## src/rtl/calc_op_sequencer.sv

```systemverilog
// Command sequencer for the 4-function calculator: single-cycle ADD/SUB/MUL,
// restoring divide one quotient bit per cycle, and an internal memory register M.
module calc_op_sequencer #(
   parameter int WIDTH = 4
) (
   input  logic             clk,
   input  logic             rst,
   input  logic             cmd_valid,
   output logic             cmd_ready,
   input  logic [2:0]       cmd_op,
   input  logic [WIDTH-1:0] cmd_a,
   input  logic [WIDTH-1:0] cmd_b,
   input  logic             use_mem_a,
   output logic             res_valid,
   input  logic             res_ready,
   output logic [WIDTH-1:0] result,
   output logic [WIDTH-1:0] remainder,
   output logic             err,
   output logic [WIDTH-1:0] mem_value,
   output logic             busy
);

   localparam int CW = $clog2(WIDTH) + 1;
   localparam logic [CW-1:0] LAST_BIT = CW'(WIDTH - 1);

   localparam logic [2:0] OP_ADD    = 3'd0;
   localparam logic [2:0] OP_SUB    = 3'd1;
   localparam logic [2:0] OP_MUL    = 3'd2;
   localparam logic [2:0] OP_DIV    = 3'd3;
   localparam logic [2:0] OP_MPLUS  = 3'd4;
   localparam logic [2:0] OP_MMINUS = 3'd5;
   localparam logic [2:0] OP_MR     = 3'd6;
   localparam logic [2:0] OP_MC     = 3'd7;

   typedef enum logic [1:0] {S_IDLE, S_EXEC, S_DIVIDE, S_DONE} state_t;

   state_t            state;
   state_t            state_n;
   logic [2:0]        op_q;
   logic [WIDTH-1:0]  a_q;
   logic [WIDTH-1:0]  b_q;
   logic [WIDTH-1:0]  mem_q;
   logic [WIDTH-1:0]  quo_q;
   logic [WIDTH-1:0]  rem_q;
   logic              err_q;
   logic [CW-1:0]     bit_cnt;

   logic              div_start;
   logic [WIDTH:0]    sum_w;
   logic [WIDTH:0]    diff_w;
   logic [2*WIDTH-1:0] prod;
   logic [WIDTH-1:0]  exec_result;
   logic [WIDTH-1:0]  exec_mem;
   logic              exec_err;
   logic [WIDTH:0]    trial;
   logic              div_ge;
   logic [WIDTH-1:0]  div_sub;

   // A zero divisor skips the DIVIDE phase and reports the error straight from EXEC.
   assign div_start = (op_q == OP_DIV) && (b_q != '0);

   always_ff @(posedge clk or posedge rst) begin
      if (rst) state <= S_IDLE;
      else     state <= state_n;
   end

   always_comb begin
      state_n = state;
      case (state)
         S_IDLE:   if (cmd_valid) state_n = S_EXEC;
         S_EXEC:   state_n = div_start ? S_DIVIDE : S_DONE;
         S_DIVIDE: if (bit_cnt == LAST_BIT) state_n = S_DONE;
         S_DONE:   if (res_ready) state_n = S_IDLE;
         default:  state_n = S_IDLE;
      endcase
   end

   always_comb begin
      exec_result = '0;
      exec_err    = 1'b0;
      exec_mem    = mem_q;
      sum_w       = '0;
      diff_w      = '0;
      prod        = '0;
      case (op_q)
         OP_ADD: begin
            sum_w       = {1'b0, a_q} + {1'b0, b_q};
            exec_result = sum_w[WIDTH-1:0];
            exec_err    = sum_w[WIDTH];
         end
         OP_SUB: begin
            diff_w      = {1'b0, a_q} - {1'b0, b_q};
            exec_result = diff_w[WIDTH-1:0];
            exec_err    = diff_w[WIDTH];
         end
         OP_MUL: begin
            prod        = {{WIDTH{1'b0}}, a_q} * {{WIDTH{1'b0}}, b_q};
            exec_result = prod[WIDTH-1:0];
            exec_err    = |prod[2*WIDTH-1:WIDTH];
         end
         OP_DIV:   exec_err = 1'b1;
         OP_MPLUS: begin
            sum_w       = {1'b0, mem_q} + {1'b0, a_q};
            exec_mem    = sum_w[WIDTH-1:0];
            exec_result = sum_w[WIDTH-1:0];
            exec_err    = sum_w[WIDTH];
         end
         OP_MMINUS: begin
            diff_w      = {1'b0, mem_q} - {1'b0, a_q};
            exec_mem    = diff_w[WIDTH-1:0];
            exec_result = diff_w[WIDTH-1:0];
            exec_err    = diff_w[WIDTH];
         end
         OP_MR:   exec_result = mem_q;
         OP_MC:   exec_mem    = '0;
         default: exec_err    = 1'b0;
      endcase
   end

   // Restoring step: the partial remainder never exceeds the divisor, so W bits hold it.
   assign trial   = {rem_q, quo_q[WIDTH-1]};
   assign div_ge  = (trial >= {1'b0, b_q});
   assign div_sub = trial[WIDTH-1:0] - b_q;

   always_ff @(posedge clk or posedge rst) begin
      if (rst) begin
         op_q    <= '0;
         a_q     <= '0;
         b_q     <= '0;
         mem_q   <= '0;
         quo_q   <= '0;
         rem_q   <= '0;
         err_q   <= 1'b0;
         bit_cnt <= '0;
      end else begin
         case (state)
            S_IDLE: begin
               if (cmd_valid) begin
                  op_q <= cmd_op;
                  a_q  <= use_mem_a ? mem_q : cmd_a;
                  b_q  <= cmd_b;
               end
            end
            S_EXEC: begin
               if (div_start) begin
                  quo_q   <= a_q;
                  rem_q   <= '0;
                  err_q   <= 1'b0;
                  bit_cnt <= '0;
               end else begin
                  quo_q <= exec_result;
                  rem_q <= '0;
                  err_q <= exec_err;
                  mem_q <= exec_mem;
               end
            end
            S_DIVIDE: begin
               quo_q   <= {quo_q[WIDTH-2:0], div_ge};
               rem_q   <= div_ge ? div_sub : trial[WIDTH-1:0];
               bit_cnt <= bit_cnt + 1'b1;
            end
            default: begin
               quo_q <= quo_q;
            end
         endcase
      end
   end

   assign cmd_ready = (state == S_IDLE);
   assign res_valid = (state == S_DONE);
   assign busy      = (state != S_IDLE);
   assign result    = quo_q;
   assign remainder = rem_q;
   assign err       = err_q;
   assign mem_value = mem_q;

endmodule

```

## config.mk

```make
export PLATFORM = sky130hd
export DESIGN_NAME = calc_op_sequencer
export DESIGN_NICKNAME = d
export VERILOG_FILES = /design/src/rtl/calc_op_sequencer.sv
export SDC_FILE = /design/constraint.sdc
export NUM_CORES = 1
export LEC_CHECK = 0
export CORE_UTILIZATION = 32
export DETAILED_ROUTE_END_ITERATION = 6
export PLACE_DENSITY = 0.55
export SYNTH_ARGS = -nofsm -noshare
export SYNTH_HDL_FRONTEND = slang
export SYNTH_SLANG_ARGS = --single-unit
```

## constraint.sdc

```tcl
create_clock -name clk -period 3.2 [get_ports clk]
set_input_delay 0.64 -clock clk [delete_from_list [all_inputs] [get_ports clk]]
set_output_delay 0.64 -clock clk [all_outputs]
set_load 0.02 [all_outputs]
```

# Word level (Yosys, flattened, before mapping)
# Index checks and enable logic that the tools add are counted.
totals:
  input_bits: 16
  ff_bits: 29
  elab_cells: 61
op_classes:
  magnitude_cmp: 1
  addsub: 6
  n_mul: 1
  eq_ne: 15
  reduce_logical: 12
  mux: 16
  bitwise: 1
op_table:
  columns: ["cell", "n"]
  rows:
  - ["case mux 4 bit (6 select lines)", 1]
  - ["case mux 4 bit (2 select lines)", 2]
  - ["equality test 3 bit (second input constant)", 4]
  - ["2-to-1 mux 4 bit", 3]
  - ["case mux 4 bit (3 select lines)", 1]
  - ["adder 4 x 4 -> 5 bit", 2]
  - ["subtractor 4 x 4 -> 5 bit", 2]
  - ["equality test 3 x 2 -> 1 bit (second input constant)", 3]
  - ["multiplier 4 x 4 -> 8 bit", 1]
  - ["case mux 2 bit (4 select lines)", 1]
  - ["2-to-1 mux 2 bit", 3]
  - ["!= test 2 bit (second input constant)", 3]
  - ["case mux 1 bit (6 select lines)", 1]
  - ["case mux 3 bit (2 select lines)", 1]
  - ["AND reduction 3 bit", 2]
  - [">= comparator 5 x 4 -> 1 bit", 1]
  - ["equality test 2 bit (second input constant)", 2]
  - ["AND reduction 2 bit", 2]
  - ["nonzero test 2 bit", 2]
  - ["nonzero test 4 bit", 1]
  - ["OR reduction 4 bit", 1]
  - ["subtractor 4 bit", 1]
  - ["adder 3 x 1 -> 3 bit (second input constant)", 1]
  - ["equality test 3 x 1 -> 1 bit (second input constant)", 1]
  - ["other kinds (9)", 10]

# Logic depth before layout (Yosys ltp)
logic_depth:
  word_depth: 4
  mapped_depth: 11
  mapped_depth_nobuf: 11

# Worst setup path before layout
# Ideal clock, no wire load.
synth_timing:
  path_type: "reg2reg"
  start: "register a_q[1]"
  end: "register err_q, in the netlist err"
  arrival_time_ns: 3.002
  path_slack_ns: 0.063
  required_ns: 3.065
  period_less_slack_ns: 3.137
  stages_incl_launch_ff: 11
  cell_sequence: "dfrtp_1 > nand2_1 > fa_1 > inv_1 > fa_1 > ha_1 > a21o_1 > a2111oi_0 > a31oi_1 > o311ai_0 > o21ai_1"
synth_via:
  elab_chain_cells: 4
  word_cells_on_any_way: 8
  classes_between: "add/sub: 4; mul: 1; mux: 2; reduce/logical: 1"
synth_rtl:
  columns: ["item", "line", "text"]
  rows:
  - ["from (decl)", "40", "logic [WIDTH-1:0] a_q;"]
  - ["from (signal assigned)", "140", "a_q <= use_mem_a ? mem_q : cmd_a;"]
  - ["multiplier 4 x 4 -> 8 bit", "97", "prod = {{WIDTH{1'b0}}, a_q} * {{WIDTH{1'b0}}, b_q};"]
  - ["OR reduction 4 bit", "99", "exec_err = |prod[2*WIDTH-1:WIDTH];"]
  - ["case mux 1 bit (6 select lines) *", "85", "case (op_q)"]
  - ["2-to-1 mux 1 bit *", "145", "if (div_start) begin"]
  - ["to (signal assigned)", "153", "err_q <= exec_err;"]
  - ["to (decl)", "45", "logic err_q;"]
# Mark *: on every way between the ends. The rest lies on a longest branch, timed or not.
# A chain may end at the register's enable or synchronous reset.

# Worst setup path after layout
# Ends and elaborated chain as after synthesis.

==> impl_metrics.yaml <==
status:
  status: "complete, no violations"
clock_network:
  postCtsSetupBuffers: 0
  cts_buffer_depth: 2
  cts_resized: 0
  cts_buffers: 5
  path_clk_slew_ns: 0.07
  clock-root-buffer: "clkbuf_8"
  clock_sinks: 29
  cts_tree: "yes"
  clk_latency_ns: 0.29
  hold_buffers: 0
  h-tree-depth: 2
placed_design:
  gp_congestion: 0.8943
  dp_hpwl_um: 5559
  place_ws_ns: 0.1998
  port_buffers: 31
timing:
  hold_viol: 0
  rsz0062_at_grt: "no"
  relSlewSlack_pct: 52.60
  finalSetupTns_ns: 0
  fin_crit_ns: 2.951
  finalCritPeriodShare_pct: 92.21
  setup_viol: 0
  finClkSkew_ns: 0.002240
  setup_ws_ns: 0.2493
  fmax_mhz: 338.9
  finalMaxSlewViolations: 0
  tightest_slew_ns: 0.7111
hold_path:
  min-delay-path-class: "flop to flop"
  hp-start: "bit_cnt[1]$_DFFE_PP0P_"
setup_path:
  cp-startpoint: "a_q[1]$_DFFE_PP0P_"
  timing.rr.end: "err$_DFFE_PP0P_"
  crit_top_cell: "fa_1"
  crit_path_start_kind: "flop"
  r2r_cells: 10
  endpoint_kind: "flop"
  endpoint: "err$_DFFE_PP0P_"
  worst-path-buf-inv: 1
  crit_required_ns: 3.37
  crit_chain: "nand2_1 -> fa_1 -> inv_1 -> fa_1 -> ha_1 -> a21o_1 -> a2111oi_1 -> a31oi_1 -> o311ai_1 -> o21ai_1"
  rrSetupSlack_ns: 0.25
  critical_path_class: "flop to flop"
  worstPathMaxFanout: 3
  max_stage_delay_ns: 0.52
  critical_path_arrival_ns: 3.12
  cp_slowest_cell: "fa_1"
  cp.depth: 10
  r2r_start: "a_q[1]$_DFFE_PP0P_"
  crit_family: "adder cells"
synthesis:
  synthFlopType: "dfrtp_1"
  yosysTopAreaCell: "dfrtp_1"
  ys_warn_count: 0
  ys_types: 57
  syn_area_um2: 2749
  synth.area.top_cells: "dfrtp_1 (26%), ha_1 (17%), fa_1 (6.6%), inv_1 (4.4%), nand2_1 (3.7%)"
  synthCells: 297
  synth_nets: 360
  syn_avg_cell_area_um2: 9.256
  synth-seq-cells: 29
  synthArstFlopShare_pct: 100.0
  synth_edf_count: 0
  yosysTopAreaCellShare_pct: 26.40
  synth-seq-area-share_pct: 26.40
grt:
  antenna_found_initial: 0
  grt_max_degree: 22
  track_usage_pct: 16.92
  grt_use_met2_pct: 28.00
  grt_pass1_vias: 2285
  grt.overflow.total: 0
  grt_pass1_wl_um: 11450
  met3_usage_pct: 2.415
  use_met1_pct: 22.15
  busiest_layer: "met2"
routing:
  wl_per_cell_um: 15.94
  firstDrtPassIters: 4
  finalWirelength_um: 6983
  vias_per_cell: 5.174
  drc_errors: 0
  drtAntennaViolNets: 0
  vias: 2266
  initialDrtViolationCount: 147
final_layout:
  layout-area-overhead-vs-synth_pct: 19.39
  num_antenna_cells: 0
  mostFrequentLayoutCells: "ha_1 (38), inv_1 (32), clkdlybuf4s50_1 (31), dfrtp_1 (29), nand2_1 (27)"
  final_nets: 395
  fillers: 844
  drive_above_1_share_pct: 8.709
  final_common_cell: "ha_1"
pwr:
  p_per_area_nw_per_um2: 1148
  p_leak_uw: 0.001523
  peakVddDrop_mv: 0.2655
die:
  core_um2: 8258
  die-width_um: 94.69
  ios: 32
  rows: 33
  die_area_um2: 8965
  die_h_um: 94.69
  initial_utilization_pct: 33.29
flow_run:
  drv_cap: 0
## synth_stat cells, types with 2 or more instances
library cell,n
o2bb2ai_1,2
o21ai_0,16
inv_1,32
a2111oi_0,2
a311oi_1,3
xnor2_1,2
mux2_2,8
ha_1,38
dfrtp_1,29
xor2_1,6
nor2_1,16
nor3_1,6
o311ai_0,2
o31ai_1,2
o32ai_1,3
a21oi_1,13
o22ai_1,2
nor4_1,4
clkbuf_8,3
fa_1,9
a211oi_1,3
buf_2,2
mux2i_1,5
a32o_1,3
nor2b_1,6
a21o_1,4
o21a_1,2
o221ai_1,2
a221o_1,2
a221oi_1,4
nand2b_1,4
nand2_1,27
and2_1,5
clkbuf_1,3
nand3b_1,5
## worst min path at each step
| stage | endpoint | slack (ns) | cells past startpoint |
|---|---|---|---|
| floorplan | bit_cnt[1]$_DFFE_PP0P_ | 0.47 | 1 |
| global placement | bit_cnt[1]$_DFFE_PP0P_ | 0.48 | 1 |
| detailed placement | bit_cnt[1]$_DFFE_PP0P_ | 0.49 | 1 |
| CTS | bit_cnt[1]$_DFFE_PP0P_ | 0.51 | 1 |
| global route | bit_cnt[0]$_DFFE_PP0P_ | 0.53 | 1 |
| finish | bit_cnt[1]$_DFFE_PP0P_ | 0.50 | 1 |
## power by group
part           switching, µW  total [µW]  leakage, µW  internal, µW
combinational           1440        2580      0.00111          1140
sequential               247         781     0.000360           534
clock                    174         407    0.0000543           233
total                   1860        3770      0.00152          1900
## logic make-up after synthesis
group / count (synthesis) / share of synthesized area [%]
flops: 29 / 26.40
simple gates: 80 / 14.52
buf+inv: 43 / 7.465
compound gates: 77 / 20.12
mux: 13 / 5.098
fa+ha+maj: 47 / 23.85
xor+xnor: 8 / 2.549
## through the flow
step | util [%] | hold slack (ns) | std cells | power (µW) | instance area, µm²
floorplan | - | 0.4698 | 297 | 2644 | 2749
finish | 39.74 | 0.5039 | 438 | 3768 | 3282
global placement | 38.33 | 0.4841 | 430 | 3335 | 3166
CTS | 39.73 | 0.5116 | 438 | 3784 | 3281
detailed placement | 38.33 | 0.4939 | 430 | 3357 | 3166
global route | 39.74 | 0.5278 | 438 | 4140 | 3282
## flip-flops by register name, indices dropped and copies added (netlist names), 2 cells and up
name	cells
op_q	3
remainder	4
mem_value	4
b_q	4
a_q	4
result	4
state	2
bit_cnt	3
## area by class of cell
class	instances	area, µm²	share of cell area, %
tap	105	131.4	4.003
clock buffer	5	68.82	2.097
sequential	29	725.7	22.11
multi-input combinational	225	1819	55.43
timing repair buffer	39	370.4	11.28
inverter	32	120.1	3.660
clock inverter	3	46.29	1.411
## worst register-to-register path, cell delays in order (launching register included)
cell	delay (ns)
dfrtp_1	0.37
nand2_1	0.08
fa_1	0.50
inv_1	0.05
fa_1	0.52
ha_1	0.31
a21o_1	0.19
a2111oi_1	0.38
a31oi_1	0.08
o311ai_1	0.23
o21ai_1	0.11
## layer usage
layer  up-vias  wire, µm
met4         0       148
met5         -         0
met1      1089      3335
met2        29      3371
met3        10       127
li1       1138         -
No activity file was read; power rests on OpenSTA's default activity.
==> edit: new RTL, config.mk and constraints unchanged <==
The parameter `WIDTH` goes from 4 to 2.
--- a/src/rtl/calc_op_sequencer.sv
+++ b/src/rtl/calc_op_sequencer.sv
@@ -2,5 +2,5 @@
 // restoring divide one quotient bit per cycle, and an internal memory register M.
 module calc_op_sequencer #(
-   parameter int WIDTH = 4
+   parameter int WIDTH = 2
 ) (
    input  logic             clk,
Ports: changed (5 resized); port bits go from 32 to 22. No check against the original RTL was run, so the function may have changed too.
==> edit against the unedited design <==
  * Synthesized area is 52% lower
  * Global-route usage down 2.7 points
  * Routed wire length fell by 61%
  * Count of clock-buffer cells in the layout shrank 2
  * Clock skew fell by 0.0013 ns
  * Final area down 51%
  * Via count decreased by 55%
  * Synthesized cell count down 56%
  * Clock power shrank 63%
  * Sequential cell count down 11
  * Power decreased by 54%
  * Worst setup slack gained 0.60 ns
  * Hold slack worse by 0.0093 ns
==> edit: results (changes against the unedited design) <==
status: finished clean (unchanged)
global route total overflow: 0 (unchanged)
clk root buf: clkbuf_8 (unchanged)
syn avg cell area: 10.0 um2 (was 9.26 um2)
syn_nets: 160 (was 360)
area fraction of the dominant cell type after synthesis: 34.3% (was 26.4%)
first-pass GRT wire length: 4.71 mm (was 11.5 mm)
highest-delay cell along the critical path: clkdlybuf4s50_1 (was fa_1)
H-Tree Depth: 1 (was 2)
via count: 1,018 (was 2,266)
clk sink count: 18 (was 29)
share of layout cells above drive strength 1: 7.95% (was 8.71%)
fraction of registers with async set/reset: 100% (unchanged)
post-synth cell types: 39 (was 57)
Layout Skew: 0.000947 ns (was 0.00224 ns)
hold path depth: 1 (unchanged)
top cells by area, synth: dfrtp_1 34%, ha_1 12%, fa_1 6.1%, mux2i_1 5.3%, inv_1 4.9% (was dfrtp_1 26%, ha_1 17%, fa_1 6.6%, inv_1 4.4%, nand2_1 3.7%)
nets: 182 (was 395)
vias in the first global route: 1,047 (was 2,285)
Max VDD drop: 0.000558 V (was 0.000265 V)
reg-to-reg slack, setup: 1.30 ns (was 0.25 ns)
Leakage: 0.715 nW (was 1.52 nW)
Worst-Skew Late Latency: 0.24 ns (was 0.29 ns)
final wirelength: 2.71 mm (was 6.98 mm)
YS warnings: 0 (unchanged)
worst-case clock buffer depth: 2 (unchanged)
Worst EP arrival: 1.71 ns (was 3.12 ns)
DP HPWL: 2.11 mm (was 5.56 mm)
WL per Instance: 13.6 um (was 15.9 um)
setup bufs post-CTS: 0 (unchanged)
Routability Congestion: 0.824 (was 0.894)
Filler Cells Inserted: 370 (was 844)
crit path to: busy (was err$_DFFE_PP0P_)
reg2reg end: result[1]$_DFFE_PP0P_ (was err$_DFFE_PP0P_)
worst-margin pin slew: 0.679 ns (was 0.711 ns)
largest net degree at the start of global routing: 19 (was 22)
Psw: 0.787 mW (was 1.86 mW)
1st-iter DRT viols: 24 (was 147)
register area share after synthesis: 34.3% (was 26.4%)
Post-synth top cells: 18 x dfrtp_1, 17 x inv_1, 13 x ha_1 (was 38 x ha_1, 32 x inv_1, 29 x dfrtp_1)
dpl cell area: 1560 um2 (was 3170 um2)
RR Startpoint: a_q[0]$_DFFE_PP0P_ (was a_q[1]$_DFFE_PP0P_)
initial antenna violation count: 0 (unchanged)
Num CTS Buffers: 3 (was 5)
max reg flops: 3
max incr delay on CP: 0.60 ns (was 0.52 ns)
number of I/O port buffers: 21 (was 31)
CP max FO: 4 (was 3)
GRT Resource Usage Total: 14.2% (was 16.9%)
crit path launch: state[0]$_DFFE_PP0P_ (was a_q[1]$_DFFE_PP0P_)
r2r worst-path depth: 6 (was 10)
edit: layout make-up:
cell class / count / share of cell area, %
clock buffers: 3 / 2.58
inverters: 20 / 4.69
multi-input cells: 89 / 47.7
flip-flops and latches: 18 / 28.2
well taps: 48 / 3.76
repair buffers: 21 / 13.1
edit: worst max-delay path, delay by kind of cell (launching register included):
| family | cells | cell delay [ns] |
|---|---|---|
| buffers and inverters | 3 | 0.79 |
| DFF | 1 | 0.41 |
| adders and majority gates | 1 | 0.26 |
edit: cells by family (layout without fill, tap and decap cells):
logic type,Yosys count,in the layout,share of synthesized area (%)
fa+ha+maj,17,17,18.5
buf+inv,24,44,7.80
mux,14,14,11.3
flops,18,18,34.3
simple gates,29,29,12.1
compound gates,29,29,16.1
edit: power groups by stage:
stage	logic, mW	registers (mW)	clock network [mW]
2_1_floorplan	0.797	0.477	0
3_3_place_gp	1.03	0.520	0
3_5_place_dp	1.04	0.528	0
4_1_cts	1.05	0.522	0.157
5_1_grt	1.17	0.545	0.167
6_report	1.05	0.520	0.149
edit: metal layers:
metal  up-vias  part of all wire [%]  track usage [%]
met2        15                    48             23.0
met1       498                    49             19.8
met5         -                     0                0
met3         2                   2.3             1.90
li1        503                     -                -
met4         0                  0.55             3.46
edit: through the flow:
step / total power, mW / setup WS, ns / utilization, %
floorplan: 1.27 / 1.43 / -
global placement: 1.55 / 1.18 / 41.0
detailed placement: 1.57 / 1.16 / 41.0
CTS: 1.73 / 0.864 / 42.1
global route: 1.89 / 0.772 / 42.1
finish: 1.71 / 0.853 / 42.1
edit: how the worst min path moves through the flow:
stage                             end  slack (ns)                   start
2_1_floorplan  bit_cnt[0]$_DFFE_PP0P_        0.46  bit_cnt[0]$_DFFE_PP0P_
3_3_place_gp   bit_cnt[0]$_DFFE_PP0P_        0.47  bit_cnt[0]$_DFFE_PP0P_
3_5_place_dp   bit_cnt[0]$_DFFE_PP0P_        0.50  bit_cnt[0]$_DFFE_PP0P_
4_1_cts        bit_cnt[0]$_DFFE_PP0P_        0.50  bit_cnt[0]$_DFFE_PP0P_
6_report       bit_cnt[0]$_DFFE_PP0P_        0.49  bit_cnt[0]$_DFFE_PP0P_
5_1_grt        bit_cnt[0]$_DFFE_PP0P_        0.51  bit_cnt[0]$_DFFE_PP0P_
